<file path="config.mk">
export PLATFORM = sky130hd
export DESIGN_NAME = leb128_decoder
export DESIGN_NICKNAME = d
export VERILOG_FILES = /design/src/rtl/leb128_decoder_pkg.sv /design/src/rtl/leb128_decoder.sv
export SDC_FILE = /design/constraint.sdc
export NUM_CORES = 1
export LEC_CHECK = 0
export CORE_MARGIN = 3
export CORE_UTILIZATION = 40
export CTS_CLUSTER_DIAMETER = 50
export DETAILED_ROUTE_END_ITERATION = 10
export PLACE_DENSITY_LB_ADDON = 0.25
export SYNTH_ARGS = -nofsm -noshare
export SYNTH_HDL_FRONTEND = slang
export SYNTH_SLANG_ARGS = --single-unit
</file>
<file path="constraint.sdc">
create_clock -name clk -period 4.4 [get_ports clk]
set_input_delay 0.44 -clock clk [delete_from_list [all_inputs] [get_ports clk]]
set_output_delay 0.44 -clock clk [all_outputs]
set_load 0.005 [all_outputs]
</file>
<file path="src/rtl/leb128_decoder_pkg.sv">
// leb128_decoder_pkg: shared state encoding, byte budgets and trap code for the LEB128 immediate decoder
package leb128_decoder_pkg;
  typedef enum logic [1:0] {IDLE, SHIFT, DONE} leb_state_t;
  localparam int LEB_MAX_BYTES_32 = 5;
  localparam int LEB_MAX_BYTES_64 = 10;
  localparam logic [3:0] TRAP_MALFORMED_LEB = 4'd6;
endpackage

</file>
<file path="src/rtl/leb128_decoder.sv">
// leb128_decoder: streaming signed/unsigned LEB128 immediate decoder with malformed/overlong detection
module leb128_decoder
  import leb128_decoder_pkg::*;
#(
  parameter int MAX_BYTES = LEB_MAX_BYTES_64
) (
  input  logic        clk,
  input  logic        reset,
  input  logic        start,
  input  logic        is_signed,
  input  logic        is_64,
  input  logic [7:0]  byte_in,
  input  logic        byte_valid,
  output logic        byte_ready,
  output logic [63:0] result,
  output logic [3:0]  result_len,
  output logic        result_valid,
  input  logic        result_ready,
  output logic        error,
  output logic        busy
);
  leb_state_t  state;
  logic [63:0] acc, nxt_acc, sx, ext;
  logic [6:0]  shift, nxt_shift;
  logic [3:0]  count, nxt_count, budget;
  logic        sgn, w64, fin, over, bad;
  function automatic logic range_bad(input logic s, input logic w, input logic [6:0] b);
    return w ? (s ? !(b == 7'h00 || b == 7'h7f) : |b[6:1])
             : (s ? !(b[6:3] == 4'h0 || b[6:3] == 4'hf) : |b[6:4]);
  endfunction
  always_comb begin
    nxt_acc   = acc | ({57'd0, byte_in[6:0]} << shift);
    nxt_shift = shift + 7'd7;
    nxt_count = count + 4'd1;
    budget    = w64 ? 4'(MAX_BYTES) : 4'(LEB_MAX_BYTES_32);
    fin       = !byte_in[7];
    over      = byte_in[7] && nxt_count == budget;
    bad       = over || (fin && nxt_count == budget && range_bad(sgn, w64, byte_in[6:0]));
    sx        = (sgn && byte_in[6] && nxt_shift < 7'd64) ? nxt_acc | (~64'd0 << nxt_shift) : nxt_acc;
    ext       = w64 ? sx : sgn ? {{32{sx[31]}}, sx[31:0]} : {32'd0, sx[31:0]};
  end
  always_ff @(posedge clk) begin
    if (reset) begin
      state        <= IDLE;
      acc          <= '0;
      shift        <= '0;
      count        <= '0;
      sgn          <= 1'b0;
      w64          <= 1'b0;
      result       <= '0;
      result_len   <= '0;
      result_valid <= 1'b0;
      error        <= 1'b0;
      byte_ready   <= 1'b0;
      busy         <= 1'b0;
    end else begin
      case (state)
        IDLE: if (start) begin
          state      <= SHIFT;
          sgn        <= is_signed;
          w64        <= is_64;
          acc        <= '0;
          shift      <= '0;
          count      <= '0;
          byte_ready <= 1'b1;
          busy       <= 1'b1;
        end
        SHIFT: if (byte_valid) begin
          acc   <= nxt_acc;
          shift <= nxt_shift;
          count <= nxt_count;
          if (fin || over) begin
            state        <= DONE;
            byte_ready   <= 1'b0;
            result_valid <= 1'b1;
            result_len   <= nxt_count;
            error        <= bad;
            result       <= bad ? 64'd0 : ext;
          end
        end
        DONE: if (result_ready) begin
          state        <= IDLE;
          result_valid <= 1'b0;
          busy         <= 1'b0;
        end
        default: state <= IDLE;
      endcase
    end
  end
endmodule

</file>
Yosys cells after proc, flatten, opt, wreduce, memory -nomap -nowiden:

Index checks and enable logic that the tools add are counted.

* register bits: 151
* input bits: 15
* output and inout bits: 72
* logic and storage cells: 86

* add/subtract/negate cells: 2
* $lt $le $gt $ge: 1
* equality and inequality tests: 9
* shift operators: 2
* multiplexer cells: 31
* bitwise gates (word level): 2
* reduce and logical (&&, ||, !) cells: 27

Operators by type and width (number)
* 64-bit 2-to-1 mux: 6
* 64-bit OR: 2
* 64-bit one-hot mux with 2 select lines: 1
* 64-bit by 7-bit left shift with 64-bit output, first input constant: 1
* 7-bit by 7-bit left shift with 64-bit output: 1
* 7-bit 2-to-1 mux: 2
* 7-bit one-hot mux with 2 select lines: 1
* 4-bit 2-to-1 mux: 3
* 4-bit AND reduction: 3
* 1-bit 2-to-1 mux: 9
* 3-bit AND reduction: 3
* 2-bit 2-to-1 mux: 4
* 2-bit inequality test, second input constant: 4
* 4-bit one-hot mux with 2 select lines: 1
* 7-bit by 3-bit adder with 7-bit output, second input constant: 1
* 7-bit == test, second input constant: 1
* 7-bit zero test: 1
* 7-bit < comparator, second input constant: 1
* 1-bit one-hot mux with 2 select lines: 3
* 2-bit one-hot mux with 3 select lines: 1
* 2-bit nonzero test: 3
* 6-bit OR reduction: 1
* 1-bit logical AND: 5
* 4-bit by 1-bit adder with 4-bit output, second input constant: 1
* 10 further kinds: 15

Depth between registers and ports, before layout:

* depth in word-level cells: 8
* depth in mapped cells: 13
* depth with buffers taken out: 9

Least setup slack after synthesis:

Ideal clock, no wire load.

* path type: reg2reg
* start point: register shift[1]
* end point: register result[37]
* arrival: 2.797 ns
* slack: 1.453 ns
* cell stages (with the launch flop): 13
* path buffers: 4
* clock period less this slack: 2.947 ns
* cell sequence: dfxtp_1 > buf_4 > buf_2 > buf_2 > inv_1 > ha_1 > inv_1 > ha_1 > clkbuf_1 > nor2b_1 > o21ai_0 > a2111oi_0 > a221oi_2

* word-level cells in the longest chain between the ends: 7

RTL lines
* from (decl): RTL line leb128_decoder.sv:24 `logic [6:0] shift, nxt_shift;`
* from (signal assigned): RTL line leb128_decoder.sv:70 `shift <= nxt_shift;`
* 7-bit by 3-bit adder with 7-bit output or 7-bit by 7-bit left shift with 64-bit output (tied branches): RTL line leb128_decoder.sv:33, leb128_decoder.sv:32
* 64-bit by 7-bit left shift with 64-bit output (tied with other cells): RTL line leb128_decoder.sv:39 `sx = (sgn && byte_in[6] && nxt_shift < 7'd64) ? nxt_acc | (~64'd0 << nxt_shift) : nxt_acc;`
* 64-bit OR or 1-bit logical AND (tied branches): RTL line leb128_decoder.sv:39
* 64-bit 2-to-1 mux (*): RTL line leb128_decoder.sv:39
* 64-bit 2-to-1 mux: RTL line leb128_decoder.sv:40 `ext = w64 ? sx : sgn ? {{32{sx[31]}}, sx[31:0]} : {32'd0, sx[31:0]};`
* 64-bit 2-to-1 mux (*): RTL line leb128_decoder.sv:40
* 64-bit 2-to-1 mux (*): RTL line leb128_decoder.sv:78 `result <= bad ? 64'd0 : ext;`
* to (signal assigned): RTL line leb128_decoder.sv:78
* to (decl): RTL line leb128_decoder.sv:15 `output logic [63:0] result,`

Mark *: on every way between the ends. The rest lies on a longest branch, timed or not.
A chain may end at the register's enable or synchronous reset.

Worst setup path after layout:

* start point: register shift[3]
* end point: register result[42]

Same word-level chain as after synthesis.

==> tab_implementation.tex <==
\begin{tabular}{lr}
\hline
Metric & Value \\
\hline
\multicolumn{2}{l}{\textbf{Timing}} \\
Actual slew at the worst max-slew pin & 1.03 ns \\
Clock Skew & 0.0145 ns \\
Post-route clock period utilization & 0.768 \\
Setup-failing EPs final & 0 \\
Max\_slew headroom & 0.299 \\
Slack of the critical path & 1.02 ns \\
Final hold vios & 0 \\
Crit path time final & 3.38 ns \\
Achievable Freq & just under 300 MHz \\
Number of slew-limit violations in the final report & 0 \\
Total Neg Setup Slack & 0 ns \\
Setup repair after global routing missed its margin & no \\
\multicolumn{2}{l}{\textbf{Placement}} \\
Post-detailed-placement cell area & between 0.008 and 0.009 sq mm \\
Buffers on Ports & 86 \\
Placed insts & approximately 1200 \\
Post-DP HPWL & 18.8 mm \\
Worst setup timing slack at the placement stage & a little over 0.9 ns \\
Final Wtd Congestion & $\sim$0.94 \\
\multicolumn{2}{l}{\textbf{Synth}} \\
Async S/R FF share, synth & 0 \\
Portion of synthesized cell area occupied by the leading cell type & 0.377 \\
Unique cell type count in the Yosys netlist & 88 \\
Most used DFF post-synth & sky130\_fd\_sc\_hd\_\_dfxtp\_1 \\
Post-synth EDFFs & 0 \\
Synthesized area per cell & 8.35 sq um \\
Flip-flop and latch count after synthesis & 151 \\
Proportion of synthesized chip area in sequential cells & 0.377 \\
Post-synth top area cell & sky130\_fd\_sc\_hd\_\_dfxtp\_1 \\
Synthesized cell area & about 0.008 sq mm \\
Warnings from Yosys & 0 \\
Number of nets produced by synthesis & 979 \\
Top post-synthesis cells by area & sky130\_fd\_sc\_hd\_\_dfxtp\_1 38\%, sky130\_fd\_sc\_hd\_\_a22oi\_1 6.5\%, sky130\_fd\_sc\_hd\_\_nor2\_1 5.2\% \\
Synthesized netlist cell count & around 960 \\
\multicolumn{2}{l}{\textbf{Worst setup path}} \\
Category of the worst setup path capture point & register \\
R2r worst-path depth & 6 \\
Critical R2R Capture & result[42] \\
R2R Path Start & shift[3] \\
Arr. time, crit path & around 3.7 ns \\
Required time at the worst-slack endpoint & 4.68 ns \\
Type of the setup path with the least slack & register to register \\
Source of the critical timing path & shift[3] \\
Kind of start point of the critical path & register \\
Reg2Reg Setup Slack & around 1.0 ns \\
Maximum net fanout on the critical path & 18 \\
\multicolumn{2}{l}{\textbf{CTS}} \\
Clock tree from TritonCTS & done \\
Num CTS Buffers & 17 \\
Clock transition at path regs & 0.07 ns \\
Root buf cell & sky130\_fd\_sc\_hd\_\_clkbuf\_16 \\
Hold-fix buffers, CTS & 0 \\
Number of buffers between clock root and the deepest sink & 2 \\
Maximum level of the CTS H-tree & 4 \\
Post-CTS resize count & 0 \\
Clock Sinks & 151 \\
Number of setup buffers added after CTS & 0 \\
Worst skew pair latency & 0.44 ns \\
\multicolumn{2}{l}{\textbf{Detailed routing}} \\
First drt pass iteration count & 6 \\
DRT antenna net count & 0 \\
Starting DRC count in detailed routing & approximately 1000 \\
Via count normalized by instance count & around 6.2 \\
Total wire length & around 28 mm \\
Routed len/inst & 21.7 um \\
Post-route DRC violation count & 0 \\
Overall via count from detail\_route & 7919 \\
\multicolumn{2}{l}{\textbf{Min path}} \\
Number of cells on the worst hold path & 2 \\
End point of the most critical hold path & result\_len[1] \\
Hold crit path type & register to register \\
Hold Crit Start & result\_len[1] \\
\multicolumn{2}{l}{\textbf{Floorplanning}} \\
Count of pins on the block boundary & 87 \\
Die Y-Extent & 148 um \\
Initial Utilization & 0.409 \\
Die width & around 150 um \\
Placeable Area & 0.0196 sq mm \\
Die Footprint & 0.0218 sq mm \\
FP Rows & 51 \\
\multicolumn{2}{l}{\textbf{Status}} \\
Status & completed \\
\multicolumn{2}{l}{\textbf{Finish}} \\
Final Instance Count excl. Fillers & 1273 \\
Inserted Diodes & 0 \\
Nets & 1015 \\
Fraction of layout instances using a drive strength above 1 & 0.110 \\
Design Area, Final & 0.00952 sq mm \\
Layout Area Growth over Synthesis & 18.9\% \\
Fill cell instance count of the final layout & 1950 \\
\multicolumn{2}{l}{\textbf{Global route}} \\
Largest net degree at the start of global routing & 74 \\
Global-route wire length before repair & 42.9 mm \\
Number of antenna violations at the first check in global routing & 0 \\
Total grt overflow & 0 \\
Global routing usage summed across all routing layers & 0.251 \\
Via count of the first global-routing pass & 7232 \\
\multicolumn{2}{l}{\textbf{Power and ir drop}} \\
Total chip power & 0.00326 W \\
Pwr per Cell Area & 342 mW/mm\^{}2 \\
Leak Pwr & 3.05 nW \\
Maximum vdd drop & 250 uV \\
\multicolumn{2}{l}{\textbf{Flow run}} \\
Number of violations of the max-capacitance limit & 0 \\
\hline
\end{tabular}
==> Yosys cell counts (all sizes together), types with 6 or more instances <==
cell / instances
a211oi: 18
a221oi: 43
nand2: 96
o21ai: 57
mux2i: 8
inv: 11
nor2: 113
mux2: 7
nand4: 9
o31ai: 7
dfxtp: 151
and2: 17
a2111oi: 7
a21oi: 72
a31o: 9
clkbuf: 51
nand3: 13
nand3b: 6
a311oi: 9
a22oi: 69
nor2b: 10
nor3: 18
nand2b: 14
a31oi: 13
buf: 39
==> cell type report <==
| class | count | area (sq um) | area share |
|---|---|---|---|
| Clock buffer | 20 | 447 | 0.0469 |
| Clock inverter | 12 | 118 | 0.0124 |
| Timing Repair Buffer | 107 | 1020 | 0.107 |
| Sequential cell | 151 | 3020 | 0.317 |
| Tap cell | 265 | 332 | 0.0348 |
| Multi-Input combinational cell | 707 | 4550 | 0.477 |
| Inverter | 11 | 41.3 | 0.00434 |
==> sequential cells by signal, summed over array words and instances (netlist names) <==
signal and flops:
sgn 1, byte_ready 1, count 4, shift 7, result 64, result_len 4, w64 1, state 2
error 1, busy 1, acc 64, result_valid 1
==> where the power goes <==
group | internal, W | switching [W]
Combinational | 0.000134 | 0.000292
Sequential | 0.00138 | 0.0000202
Clock | 0.000800 | 0.000625
Total | 0.00232 | 0.000937
==> worst max-delay path by stage <==
stage / slack [ns] / end / cells after the start
5_1_grt: 0.86 / result[59] / 7
3_3_place_gp: 1.01 / result[55] / 7
6_report: 1.02 / result[42] / 6
4_1_cts: 1.15 / result[42] / 6
3_5_place_dp: 0.93 / result[60] / 7
2_1_floorplan: 1.45 / result[37] / 12
==> cell usage in the layout (no fill, tap or decap), types with 5 or more instances in the layout <==
cell,synthesis,final
sky130_fd_sc_hd__a221oi_1,28,28
sky130_fd_sc_hd__o21ai_1,17,17
sky130_fd_sc_hd__and4b_1,5,5
sky130_fd_sc_hd__a211oi_1,17,17
sky130_fd_sc_hd__nand4_1,9,9
sky130_fd_sc_hd__clkbuf_16,0,17
sky130_fd_sc_hd__a311oi_1,7,7
sky130_fd_sc_hd__mux2_2,7,7
sky130_fd_sc_hd__a2111oi_0,5,5
sky130_fd_sc_hd__nand2b_1,14,13
sky130_fd_sc_hd__o211ai_1,5,5
sky130_fd_sc_hd__a21oi_1,69,69
sky130_fd_sc_hd__dfxtp_1,151,151
sky130_fd_sc_hd__nand3b_1,6,6
sky130_fd_sc_hd__nor3_1,17,16
sky130_fd_sc_hd__and2_1,14,14
sky130_fd_sc_hd__a31o_2,9,9
sky130_fd_sc_hd__mux2i_1,8,8
sky130_fd_sc_hd__o31ai_1,6,6
sky130_fd_sc_hd__ha_1,5,5
sky130_fd_sc_hd__nand2_1,94,94
sky130_fd_sc_hd__buf_4,6,22
sky130_fd_sc_hd__clkdlybuf4s50_1,0,85
sky130_fd_sc_hd__a31oi_1,12,12
sky130_fd_sc_hd__inv_1,10,10
sky130_fd_sc_hd__o21ai_0,40,40
sky130_fd_sc_hd__a22oi_1,69,69
sky130_fd_sc_hd__nor2_1,112,112
sky130_fd_sc_hd__nor2b_1,10,10
sky130_fd_sc_hd__a221oi_2,15,15
sky130_fd_sc_hd__nand3_1,13,13
==> through the flow <==
step / utilization / hold slack [ns]
2_1_floorplan: - / 0.446
4_1_cts: 0.486 / 0.450
3_5_place_dp: 0.457 / 0.443
3_3_place_gp: 0.457 / 0.438
6_report: 0.486 / 0.449
5_1_grt: 0.486 / 0.458
==> per-layer routing <==
| layer | up-vias | global-route usage | share of wire |
|---|---|---|---|
| met5 | - | 0 | 0 |
| li1 | 3672 | - | - |
| met3 | 78 | 0.0595 | 0.095 |
| met4 | 0 | 0.0951 | 0.038 |
| met2 | 422 | 0.374 | 0.44 |
| met1 | 3747 | 0.353 | 0.43 |
==> worst max-delay path, cell delays in order, from the launching register on <==
cell and delay, ns:
sky130_fd_sc_hd__dfxtp_1 0.70, sky130_fd_sc_hd__inv_1 0.42, sky130_fd_sc_hd__nor3_1 0.45, sky130_fd_sc_hd__or2_1 0.65, sky130_fd_sc_hd__o21ai_0 0.28, sky130_fd_sc_hd__a2111oi_0 0.58
sky130_fd_sc_hd__a221oi_2 0.13
==> cells by family (layout without fill, tap and decap cells) <==
family,Yosys count,count (layout),synth area share
and+or+nand+nor,327,327,0.195
DFF,151,151,0.377
xor gates and xnor gates,8,8,0.00875
muxes,19,19,0.0311
adders and majority gates,5,5,0.00781
buffers and inverters,101,150,0.0569
AOI/OAI and AO/OA,348,348,0.323
(Power assumes the default switching activity.)
==> variant: new RTL, same flow settings <==
`LEB_MAX_BYTES_64`: 10 -> 9.
--- a/src/rtl/leb128_decoder_pkg.sv
+++ b/src/rtl/leb128_decoder_pkg.sv
@@ -2,7 +2,7 @@
 package leb128_decoder_pkg;
   typedef enum logic [1:0] {IDLE, SHIFT, DONE} leb_state_t;
   localparam int LEB_MAX_BYTES_32 = 5;
-  localparam int LEB_MAX_BYTES_64 = 10;
+  localparam int LEB_MAX_BYTES_64 = 9;
   localparam logic [3:0] TRAP_MALFORMED_LEB = 4'd6;
 endpackage
 
Formal check against the unedited RTL: no difference found for any inputs over 4 cycles, from zero or initial values and one cycle with reset high; that may be too few to reach the edited logic, so the function may still have changed.
==> variant against the original RTL <==
  * Maximum frequency shrank 2.2%
  * Power is 0.73% higher
  * Design area grew 1.6%
  * Routed wire length grew 4.3%
  * Area after synthesis up 1.9%
  * Global-route usage is 0.36 points higher
  * Sequential cell count did not move
  * Worst setup slack got worse by 75 ps
  * Critical endpoint is now result[48]
  * Highest routed layer unchanged
==> variant: results (changes against the original RTL) <==
Status
  – Outcome: finished clean

Drt
  – Detailed-routing iteration count for the pre-antenna-repair pass: 5 (-1)
  – Via count: 8284 (+4.6%)
  – Routed length on met2: 12390 um (+1.4%)
  – Wire length on met1: 13000 um (+10%)
  – Post-Route WL: 28880 um (+4.3%)
  – DR iter-0 viols: 1004 (-2.3%)

Worst setup path
  – Crit path largest cell delay: 890 ps (+190 ps)
  – Top Family by Delay on Critical Path: compound AO/OA/AOI/OAI gates

Placed design
  – Detailed-placement wirelength estimate: 19880 um (+5.7%)
  – DP Area: 9101 sq um (+1.6%)

Floorplanning
  – Die Width: 148.8 um (+0.91%)

Final layout
  – Fraction of layout instances using a drive strength above 1: 0.08782 (-0.02230)
  – Number of nets in the finished design: 1068 (+5.2%)

Synth
  – Sequential fraction of the synthesis area: 0.3704 (-0.007059)
  – Most used standard cells in the synthesized netlist: sky130_fd_sc_hd__dfxtp_1, sky130_fd_sc_hd__nor2_1, sky130_fd_sc_hd__a21oi_1, sky130_fd_sc_hd__nand2_1, sky130_fd_sc_hd__a22oi_1
  – Dominant cells by area after synthesis: sky130_fd_sc_hd__dfxtp_1, sky130_fd_sc_hd__a22oi_1, sky130_fd_sc_hd__a21oi_1
  – Mean cell area of the mapped netlist: 8.049 sq um (-3.6%)
  – Parity-gate share of the synthesized area counting xor and xnor cells: 0.007512 (-0.001237)
  – Number of library cell types mapped by synthesis: 79 (-10%)
  – Portion of netlist area occupied by mux cells: 0.02821 (-0.002881)
  – Synthesized net count: 1035 (+5.7%)
  – Adder and majority cell fraction of the synthesized area: 0.009198 (+0.001387)

Global routing
  – First-pass GRT wire length: 44190 um (+2.9%)
  – Met1 layer usage reported by global route: 0.3745 (+0.02164)
  – Met2 Use GR: 0.3726 (-0.001813)
  – Global routing met3 resource utilization: 0.05591 (-0.003563)
  – Maximum number of pins on one net before global-route repair: 96 (+30%)

Timing
  – Worst clock skew: 14.72 ps (+0.2521 ps)
  – Max-slew headroom: 0.3244 (+0.02531)

Power and ir drop
  – Lkg Pwr: 3.358 nW (+9.9%)
-- variant: cell types whose count changed in the layout (fill, tap and decap cells not counted), moves of 7 or more --
cell	before	now
sky130_fd_sc_hd__o31ai_2	1	8
sky130_fd_sc_hd__nor3_1	16	28
sky130_fd_sc_hd__and2_1	14	7
sky130_fd_sc_hd__nor2_1	112	122
sky130_fd_sc_hd__o31ai_1	6	30
sky130_fd_sc_hd__nand2_1	94	76
sky130_fd_sc_hd__a221oi_2	15	0
sky130_fd_sc_hd__nand4_1	9	2
sky130_fd_sc_hd__a221oi_1	28	4
sky130_fd_sc_hd__nand4b_1	0	9
sky130_fd_sc_hd__nand3_1	13	36
sky130_fd_sc_hd__o21ai_1	17	1
sky130_fd_sc_hd__a21o_1	3	12
sky130_fd_sc_hd__a21oi_1	69	93
-- variant: metrics by stage --
stage / util / setup slack [ps]
after floorplan: - / 1745
after global placement: 0.4601 / 1124
after detailed placement: 0.4601 / 1058
after CTS: 0.4890 / 1123
after global routing: 0.4890 / 765.5
final: 0.4890 / 948.5
-- variant: worst paths after layout --
path / start / to / slack (ps) / depth (start not counted)
setup / recovery: shift[3] / result[48] / 950 / 8
hold / removal: result_valid / result_valid / 450 / 2
setup reg to reg: shift[3] / result[48] / 950 / 8
hold reg to reg: result_valid / result_valid / 450 / 2
-- variant: where the power goes --
part	total (W)	leakage, nW	switching (W)	internal [W]
registers	0.00140	1.22	0.0000187	0.00138
clock network	0.00144	0.271	0.000591	0.000851
logic	0.000435	1.87	0.000305	0.000131
total	0.00328	3.36	0.000914	0.00236
-- variant: final cells by class --
cell class	count	area share
multi-input cells	752	0.4813
well taps	265	0.03428
inverters	16	0.006209
clock buffers	21	0.04657
flip-flops and latches	151	0.3125
repair buffers	109	0.1066
clock inverters	10	0.01255
